===== src/rtl/dino_pkg.sv =====
`timescale 1ns/1ps
// dino_pkg: shared screen/obstacle constants,
// scheduler FSM encoding and the obstacle type fold.
package dino_pkg;
  localparam int SCREEN_W_PX = 640;
  localparam int OBS_TYPE_W = 3;
  localparam int NUM_OBS_TYPES = 6;

  typedef enum logic [1:0] {
    ST_IDLE,
    ST_RUN,
    ST_FROZEN
  } state_t;

  // fold the 3 LFSR bits onto the 6 legal types
  function automatic logic [OBS_TYPE_W-1:0] fold_type(
    input logic [2:0] r
  );
    logic [2:0] lim;
    lim = 3'(NUM_OBS_TYPES);
    return (r < lim) ? r : r - 3'd4;
  endfunction
endpackage


===== src/rtl/obstacle_scheduler_if.sv =====
`timescale 1ns/1ps
// obstacle_scheduler_if: game control in,
// packed obstacle slot state out.
interface obstacle_scheduler_if #(
  parameter int NUM_OBS = 3,
  parameter int POS_W = 8
);
  logic i_game_tick;
  logic i_game_start;
  logic i_game_frozen;
  logic [7:0] i_rng;
  logic [NUM_OBS*POS_W-1:0] o_obs_pos;
  logic [NUM_OBS*3-1:0] o_obs_type;
  logic [NUM_OBS-1:0] o_obs_active;
  logic [2:0] o_speed;
  logic o_spawn_pulse;

  modport master (
    output i_game_tick,
    output i_game_start,
    output i_game_frozen,
    output i_rng,
    input o_obs_pos,
    input o_obs_type,
    input o_obs_active,
    input o_speed,
    input o_spawn_pulse
  );

  modport slave (
    input i_game_tick,
    input i_game_start,
    input i_game_frozen,
    input i_rng,
    output o_obs_pos,
    output o_obs_type,
    output o_obs_active,
    output o_speed,
    output o_spawn_pulse
  );
endinterface


===== src/rtl/obstacle_scheduler_slot.sv =====
`timescale 1ns/1ps
// obstacle_slot: one obstacle channel; spawns at
// the right edge and walks left by speed per tick.
module obstacle_slot
  import dino_pkg::*;
#(
  parameter int POS_W = 8,
  parameter int GEN_LINE = 70,
  parameter int OFFSCREEN = 160
) (
  input  logic clk,
  input  logic rst,
  input  logic clear,
  input  logic tick_en,
  input  logic [2:0] speed,
  input  logic spawn_en,
  input  logic [OBS_TYPE_W-1:0] spawn_type,
  output logic [POS_W-1:0] pos,
  output logic [OBS_TYPE_W-1:0] obs_type,
  output logic active,
  output logic beyond
);
  localparam logic [POS_W-1:0] OFF_P = POS_W'(OFFSCREEN);
  localparam logic [POS_W-1:0] GEN_P = POS_W'(GEN_LINE);

  logic [POS_W-1:0] spd_w;

  assign spd_w = {{(POS_W-3){1'b0}}, speed};

  // slot still right of the spawn line blocks new spawns
  assign beyond = active && (pos > GEN_P);

  // spawn, move or expire the slot on a running tick
  always_ff @(posedge clk or posedge rst) begin
    if (rst) begin
      pos <= OFF_P;
      obs_type <= '0;
      active <= 1'b0;
    end else if (clear) begin
      pos <= OFF_P;
      obs_type <= '0;
      active <= 1'b0;
    end else if (spawn_en) begin
      pos <= OFF_P - 1'b1;
      obs_type <= spawn_type;
      active <= 1'b1;
    end else if (tick_en && active) begin
      if (pos >= spd_w) begin
        pos <= pos - spd_w;
      end else begin
        pos <= OFF_P;
        active <= 1'b0;
      end
    end
  end
endmodule


===== src/rtl/obstacle_scheduler.sv =====
`timescale 1ns/1ps
// obstacle_scheduler: NUM_OBS obstacle slots with LFSR
// spawning, a randomised holdoff and ramping speed.
module obstacle_scheduler
  import dino_pkg::*;
#(
  parameter int CONV = 2,
  parameter int NUM_OBS = 3,
  parameter int GEN_LINE = 70,
  parameter int MIN_GAP = 40,
  parameter int SPEED_INIT = 1,
  parameter int SPEED_MAX = 4,
  parameter int RAMP_TICKS = 600
) (
  input logic clk,
  input logic rst,
  obstacle_scheduler_if.slave bus
);
  localparam int POS_W = 10 - CONV;
  localparam int OFFSCREEN = SCREEN_W_PX >> CONV;
  localparam int IDX_W = (NUM_OBS > 1) ? $clog2(NUM_OBS) : 1;
  localparam int HOLD_W = $clog2(MIN_GAP + 32) + 1;
  localparam int RAMP_W = $clog2(RAMP_TICKS + 1);
  localparam logic [2:0] SPD_INIT = 3'(SPEED_INIT);
  localparam logic [2:0] SPD_MAX = 3'(SPEED_MAX);
  localparam logic [HOLD_W-1:0] GAP = HOLD_W'(MIN_GAP);
  localparam logic [RAMP_W-1:0] RAMP_END = RAMP_W'(RAMP_TICKS - 1);

  state_t state, state_nxt;
  logic clear, run_tick, spawn_go, free_any;
  logic [IDX_W-1:0] free_idx;
  logic [NUM_OBS-1:0] active, beyond, spawn_vec;
  logic [NUM_OBS*POS_W-1:0] pos_all;
  logic [NUM_OBS*3-1:0] type_all;
  logic [OBS_TYPE_W-1:0] spawn_type;
  logic [HOLD_W-1:0] holdoff_q;
  logic [RAMP_W-1:0] ramp_q;
  logic [2:0] speed_q;
  logic pulse_q;

  assign spawn_type = fold_type(bus.i_rng[2:0]);

  // game state register
  always_ff @(posedge clk or posedge rst) begin
    if (rst) state <= ST_IDLE;
    else state <= state_nxt;
  end

  // start wins over tick/frozen; only RUN ticks count
  always_comb begin
    state_nxt = state;
    clear = 1'b0;
    run_tick = 1'b0;
    if (bus.i_game_start) begin
      state_nxt = ST_RUN;
      clear = 1'b1;
    end else begin
      unique case (state)
        ST_IDLE: state_nxt = ST_IDLE;
        ST_RUN: begin
          if (bus.i_game_frozen) state_nxt = ST_FROZEN;
          else run_tick = bus.i_game_tick;
        end
        ST_FROZEN: begin
          if (!bus.i_game_frozen) state_nxt = ST_RUN;
        end
        default: state_nxt = ST_IDLE;
      endcase
    end
  end

  // lowest-index free slot from the pre-tick mask
  always_comb begin
    free_any = 1'b0;
    free_idx = '0;
    for (int i = NUM_OBS - 1; i >= 0; i--) begin
      if (!active[i]) begin
        free_any = 1'b1;
        free_idx = IDX_W'(i);
      end
    end
  end

  assign spawn_go = run_tick && (holdoff_q == '0)
                    && free_any && !(|beyond);

  for (genvar g = 0; g < NUM_OBS; g++) begin : g_slot
    assign spawn_vec[g] = spawn_go && (free_idx == IDX_W'(g));

    obstacle_slot #(
      .POS_W(POS_W),
      .GEN_LINE(GEN_LINE),
      .OFFSCREEN(OFFSCREEN)
    ) u_slot (
      .clk(clk),
      .rst(rst),
      .clear(clear),
      .tick_en(run_tick),
      .speed(speed_q),
      .spawn_en(spawn_vec[g]),
      .spawn_type(spawn_type),
      .pos(pos_all[g*POS_W +: POS_W]),
      .obs_type(type_all[g*3 +: 3]),
      .active(active[g]),
      .beyond(beyond[g])
    );
  end

  // holdoff, speed ramp and spawn pulse
  always_ff @(posedge clk or posedge rst) begin
    if (rst) begin
      holdoff_q <= '0;
      ramp_q <= '0;
      speed_q <= SPD_INIT;
      pulse_q <= 1'b0;
    end else begin
      pulse_q <= spawn_go;
      if (clear) begin
        holdoff_q <= '0;
        ramp_q <= '0;
        speed_q <= SPD_INIT;
      end else if (run_tick) begin
        if (spawn_go)
          holdoff_q <= GAP + {{(HOLD_W-5){1'b0}}, bus.i_rng[7:3]};
        else if (holdoff_q != '0)
          holdoff_q <= holdoff_q - 1'b1;
        if (ramp_q == RAMP_END) begin
          ramp_q <= '0;
          if (speed_q < SPD_MAX) speed_q <= speed_q + 3'd1;
        end else begin
          ramp_q <= ramp_q + 1'b1;
        end
      end
    end
  end

  assign bus.o_obs_pos = pos_all;
  assign bus.o_obs_type = type_all;
  assign bus.o_obs_active = active;
  assign bus.o_speed = speed_q;
  assign bus.o_spawn_pulse = pulse_q;
endmodule


===== src/flat_wrapper.sv =====
// flat-port wrapper written by rule: the top's interface ports become plain ports
module obstacle_scheduler_flat import dino_pkg::*;
#(
  parameter int CONV = 2,
  parameter int NUM_OBS = 3,
  parameter int GEN_LINE = 70,
  parameter int MIN_GAP = 40,
  parameter int SPEED_INIT = 1,
  parameter int SPEED_MAX = 4,
  parameter int RAMP_TICKS = 600
)
  (clk, rst, bus_i_game_tick, bus_i_game_start, bus_i_game_frozen, bus_i_rng, bus_o_obs_pos, bus_o_obs_type, bus_o_obs_active, bus_o_speed, bus_o_spawn_pulse);
  obstacle_scheduler_if #(.NUM_OBS(NUM_OBS), .POS_W(8)) bus_i ();
  input logic clk;
  input logic rst;
  input wire logic [$bits(bus_i.i_game_tick)-1:0] bus_i_game_tick;
  input wire logic [$bits(bus_i.i_game_start)-1:0] bus_i_game_start;
  input wire logic [$bits(bus_i.i_game_frozen)-1:0] bus_i_game_frozen;
  input wire logic [$bits(bus_i.i_rng)-1:0] bus_i_rng;
  output wire logic [$bits(bus_i.o_obs_pos)-1:0] bus_o_obs_pos;
  output wire logic [$bits(bus_i.o_obs_type)-1:0] bus_o_obs_type;
  output wire logic [$bits(bus_i.o_obs_active)-1:0] bus_o_obs_active;
  output wire logic [$bits(bus_i.o_speed)-1:0] bus_o_speed;
  output wire logic [$bits(bus_i.o_spawn_pulse)-1:0] bus_o_spawn_pulse;
  assign bus_i.i_game_tick = bus_i_game_tick;
  assign bus_i.i_game_start = bus_i_game_start;
  assign bus_i.i_game_frozen = bus_i_game_frozen;
  assign bus_i.i_rng = bus_i_rng;
  assign bus_o_obs_pos = bus_i.o_obs_pos;
  assign bus_o_obs_type = bus_i.o_obs_type;
  assign bus_o_obs_active = bus_i.o_obs_active;
  assign bus_o_speed = bus_i.o_speed;
  assign bus_o_spawn_pulse = bus_i.o_spawn_pulse;
  obstacle_scheduler #(.CONV(CONV), .NUM_OBS(NUM_OBS), .GEN_LINE(GEN_LINE), .MIN_GAP(MIN_GAP), .SPEED_INIT(SPEED_INIT), .SPEED_MAX(SPEED_MAX), .RAMP_TICKS(RAMP_TICKS)) u_core (.clk(clk), .rst(rst), .bus(bus_i));
endmodule

===== config.mk =====
export PLATFORM = sky130hd
export DESIGN_NAME = obstacle_scheduler_flat
export DESIGN_NICKNAME = d
export VERILOG_FILES = /design/src/rtl/dino_pkg.sv /design/src/rtl/obstacle_scheduler_if.sv /design/src/rtl/obstacle_scheduler_slot.sv /design/src/rtl/obstacle_scheduler.sv /design/src/flat_wrapper.sv
export SDC_FILE = /design/constraint.sdc
export NUM_CORES = 1
export LEC_CHECK = 0
export ABC_AREA = 1
export ABC_CLOCK_PERIOD_IN_PS = 4000
export BUFFER_PORTS_ARGS = -buffer_cell sky130_fd_sc_hd__buf_2
export CAP_MARGIN = 20
export CORE_MARGIN = 5
export CORE_UTILIZATION = 50
export DETAILED_ROUTE_END_ITERATION = 12
export HOLD_SLACK_MARGIN = 0.1
export PLACE_DENSITY = 0.71
export SYNTH_ARGS = -nofsm -noshare
export SYNTH_HDL_FRONTEND = slang
export SYNTH_SLANG_ARGS = --single-unit

===== constraint.sdc =====
create_clock -name clk -period 4 [get_ports clk]
set_input_delay 0.6 -clock clk [delete_from_list [all_inputs] [get_ports clk]]
set_output_delay 0.6 -clock clk [all_outputs]
set_load 0.1 [all_outputs]

==> flow_summary.toml <==
[placed_design]
placed_cell_area_um2 = 4310
dpl.hpwl_um = 7150
routabilityCongestion = 0.913
io_buffer_count = 52
place_ws_ps = 1330

[finish]
post-route-util_pct = 58.4
design_area_um2 = 4540
diodes = 0
fillerInstances = 744
layout_commonest_cell = "nand2_1"
area_growth_syn_to_layout_pct = 13.7
fin_nets = 616
final_cell_mix = "nand2_1, nor2_1, inv_1"
drive_gt1_share_pct = 20.5

[timing]
timing.final.crit_share_pct = 58.7
slew_headroom_pct = 59.7
rsz0062_at_grt = "false"
period_needed_ps = 2350
tns_ps = 0
max_freq_mhz = 426
hold_viol = 0
worstMarginPinSlew_ps = 604
slew_violations = 0
setup_ws_ps = 1650
finalSetupViolCount = 0
finClkSkew_ps = 7.66

[logic_synthesis]
synth_edf_count = 0
synthArstFlopShare_pct = 100
synth_top_flop_cell = "dfrtp_1"
synth_top_area_share_pct = 33.2
yosysUniqueCellTypes = 42
yosys.area_share.simple_pct = 33.4
synth_mux_area_share_pct = 0
syn_nets = 562
synth_compound_area_share_pct = 10.7
syn_avg_cell_area_um2 = 7.50
synth_warnings = 0
synthCells = 532
synth_adder_area_share_pct = 5.90
ys_seq_elements = 60
syn_area_um2 = 3990
synth_seq_area_share_pct = 37.9
synth_area_leader_cell = "dfrtp_1"
synth-xor-area-share_pct = 3.07
synth.area.top_cells = "dfrtp_1, nand2_1, inv_1"
synth_top_family_by_area = "simple AND/OR/NAND/NOR gates"

[worst_hold_path]
hold_path_class = "in2async"

[floorplanning]
core_area_um2 = 7770
die_w_um = 99.3
fp-row-count = 32
initial_utilization_pct = 51.4
die_area_um2 = 9860
die_y_um = 99.3
pin_count = 53

[clock_tree]
ctsResizeCount = 0
clk_path_buf_depth = 2
insertion_delay_ps = 340
h-tree-depth = 3
cts_root_buf = "clkbuf_8"
cts_buffers = 9
clock_sinks = 60
post-cts-setup-buffers = 0
cts_tree = "done"
ctsHoldBuffers = 0
clk_pin_slew_ps = 70

[flow_run]
cap_violations = 0

[worst_setup_path]
slowest_stage = "nand2_1"
cp-startpoint = "bus_i_game_start"
critical_path.max_fanout = 33
worstSetupPathType = "in2reg"
required_ps = 4270
slowest_delay_ps = 450
cp.arrival_ps = 2610
critPathTopFamily = "buffers and inverters"
cp-start-kind = "input pin"
path_buf_inv = 3
r2r_start = "u_core.bus.o_speed[0]"
cp-end-kind = "flip-flop"
cp_cell_sequence = "buf_2 -> inv_2 -> nand2_1 -> inv_2 -> nor2_2 -> nand2_1 -> o21ai_0 -> o21ai_1"

[pwr]
p_leak_uw = 0.00240
powerDensity_nw_per_um2 = 578
ir_drop_v = 0.000329
p_total_uw = 2620

[grt]
first_global_vias = 3554
grt_overflow = 0
use_met3_pct = 3.79
met2_usage_pct = 34.1
antenna_found_initial = 0
gr-usage-met1_pct = 27.4
grt_use_total_pct = 20.4
grt_max_degree = 49
grt_pass1_wl_um = 16500
top_usage_layer = "met2"

[routing]
route.detailed.drc = 0
finalWirelength_um = 9560
wl_per_cell_um = 13.8
antenna_left = 0
first_pass_iters = 5
via_per_inst = 5.27
drtIter0Drc = 222
routed-via-count = 3649

[run_status]
status = "completed"
-- routing by layer --
layer | share of wire, % | wire [µm]
met5 | 0 | 0
met4 | 1.0 | 99
met3 | 4.5 | 429
met2 | 47 | 4520
met1 | 47 | 4510
-- stage by stage --
step / std cells / hold slack [ps]
CTS: 692 / 485
floorplan: 532 / 449
global route: 693 / 296
global placement: 676 / 462
detailed placement: 676 / 466
finish: 693 / 263
-- flip-flops by register name, indices dropped and copies added (netlist names) --
name and flops:
u_core.g_slot.u_slot.pos 24, u_core.ramp_q 10, u_core.g_slot.u_slot.obs_type 9, u_core.holdoff_q 8, u_core.bus.o_speed 3, u_core.g_slot.u_slot.active 3
u_core.state 2, u_core.bus.o_spawn_pulse 1
-- power by group --
| group | internal (µW) | switching (µW) | leakage, µW |
|---|---|---|---|
| Clock | 303 | 258 | 0.0000983 |
| Sequential | 700 | 94.0 | 0.000798 |
| Combinational | 339 | 925 | 0.00151 |
-- cell type report --
| class | instances | area, µm² | share of cell area, % |
|---|---|---|---|
| Clock buffer | 10 | 138 | 3.03 |
| Clock inverter | 6 | 63.8 | 1.41 |
| Inverter | 78 | 293 | 6.46 |
| Multi-Input combinational cell | 383 | 2120 | 46.6 |
| Sequential cell | 60 | 1510 | 33.3 |
| Tap cell | 102 | 128 | 2.81 |
| Timing Repair Buffer | 54 | 288 | 6.34 |
-- synth_stat cells, types with 4 or more instances --
cell / number
a21oi_1: 10
xor2_1: 12
inv_1: 64
nor2_1: 64
nor3_1: 7
nand3_1: 45
nand2_1: 128
nand4_1: 13
nand2_2: 5
o21ai_0: 32
inv_2: 14
o311ai_1: 4
dfstp_2: 7
o21ai_1: 6
ha_1: 14
dfrtp_1: 53
-- cell families (layout without fill, tap and decap cells) --
family | Yosys count | in the layout
DFF | 60 | 60
and+or+nand+nor | 283 | 283
buffers and inverters | 89 | 148
AOI/OAI and AO/OA | 69 | 69
xor gates and xnor gates | 14 | 14
adders and majority gates | 17 | 17
-- worst paths after layout --
path / to / slack, ps / cells after the start
max: u_core.bus.o_speed[0] / 1650 / 8
min: u_core.g_slot[2].u_slot.obs_type[0] / 260 / 2
max reg2reg: u_core.g_slot[0].u_slot.pos[3] / 1680 / 11
min reg2reg: u_core.holdoff_q[1] / 490 / 2
max in group asynchronous: u_core.g_slot[0].u_slot.pos[5] / 2900 / 4
min in group clk: u_core.holdoff_q[1] / 490 / 2
Power figures use the tool's default switching activity.
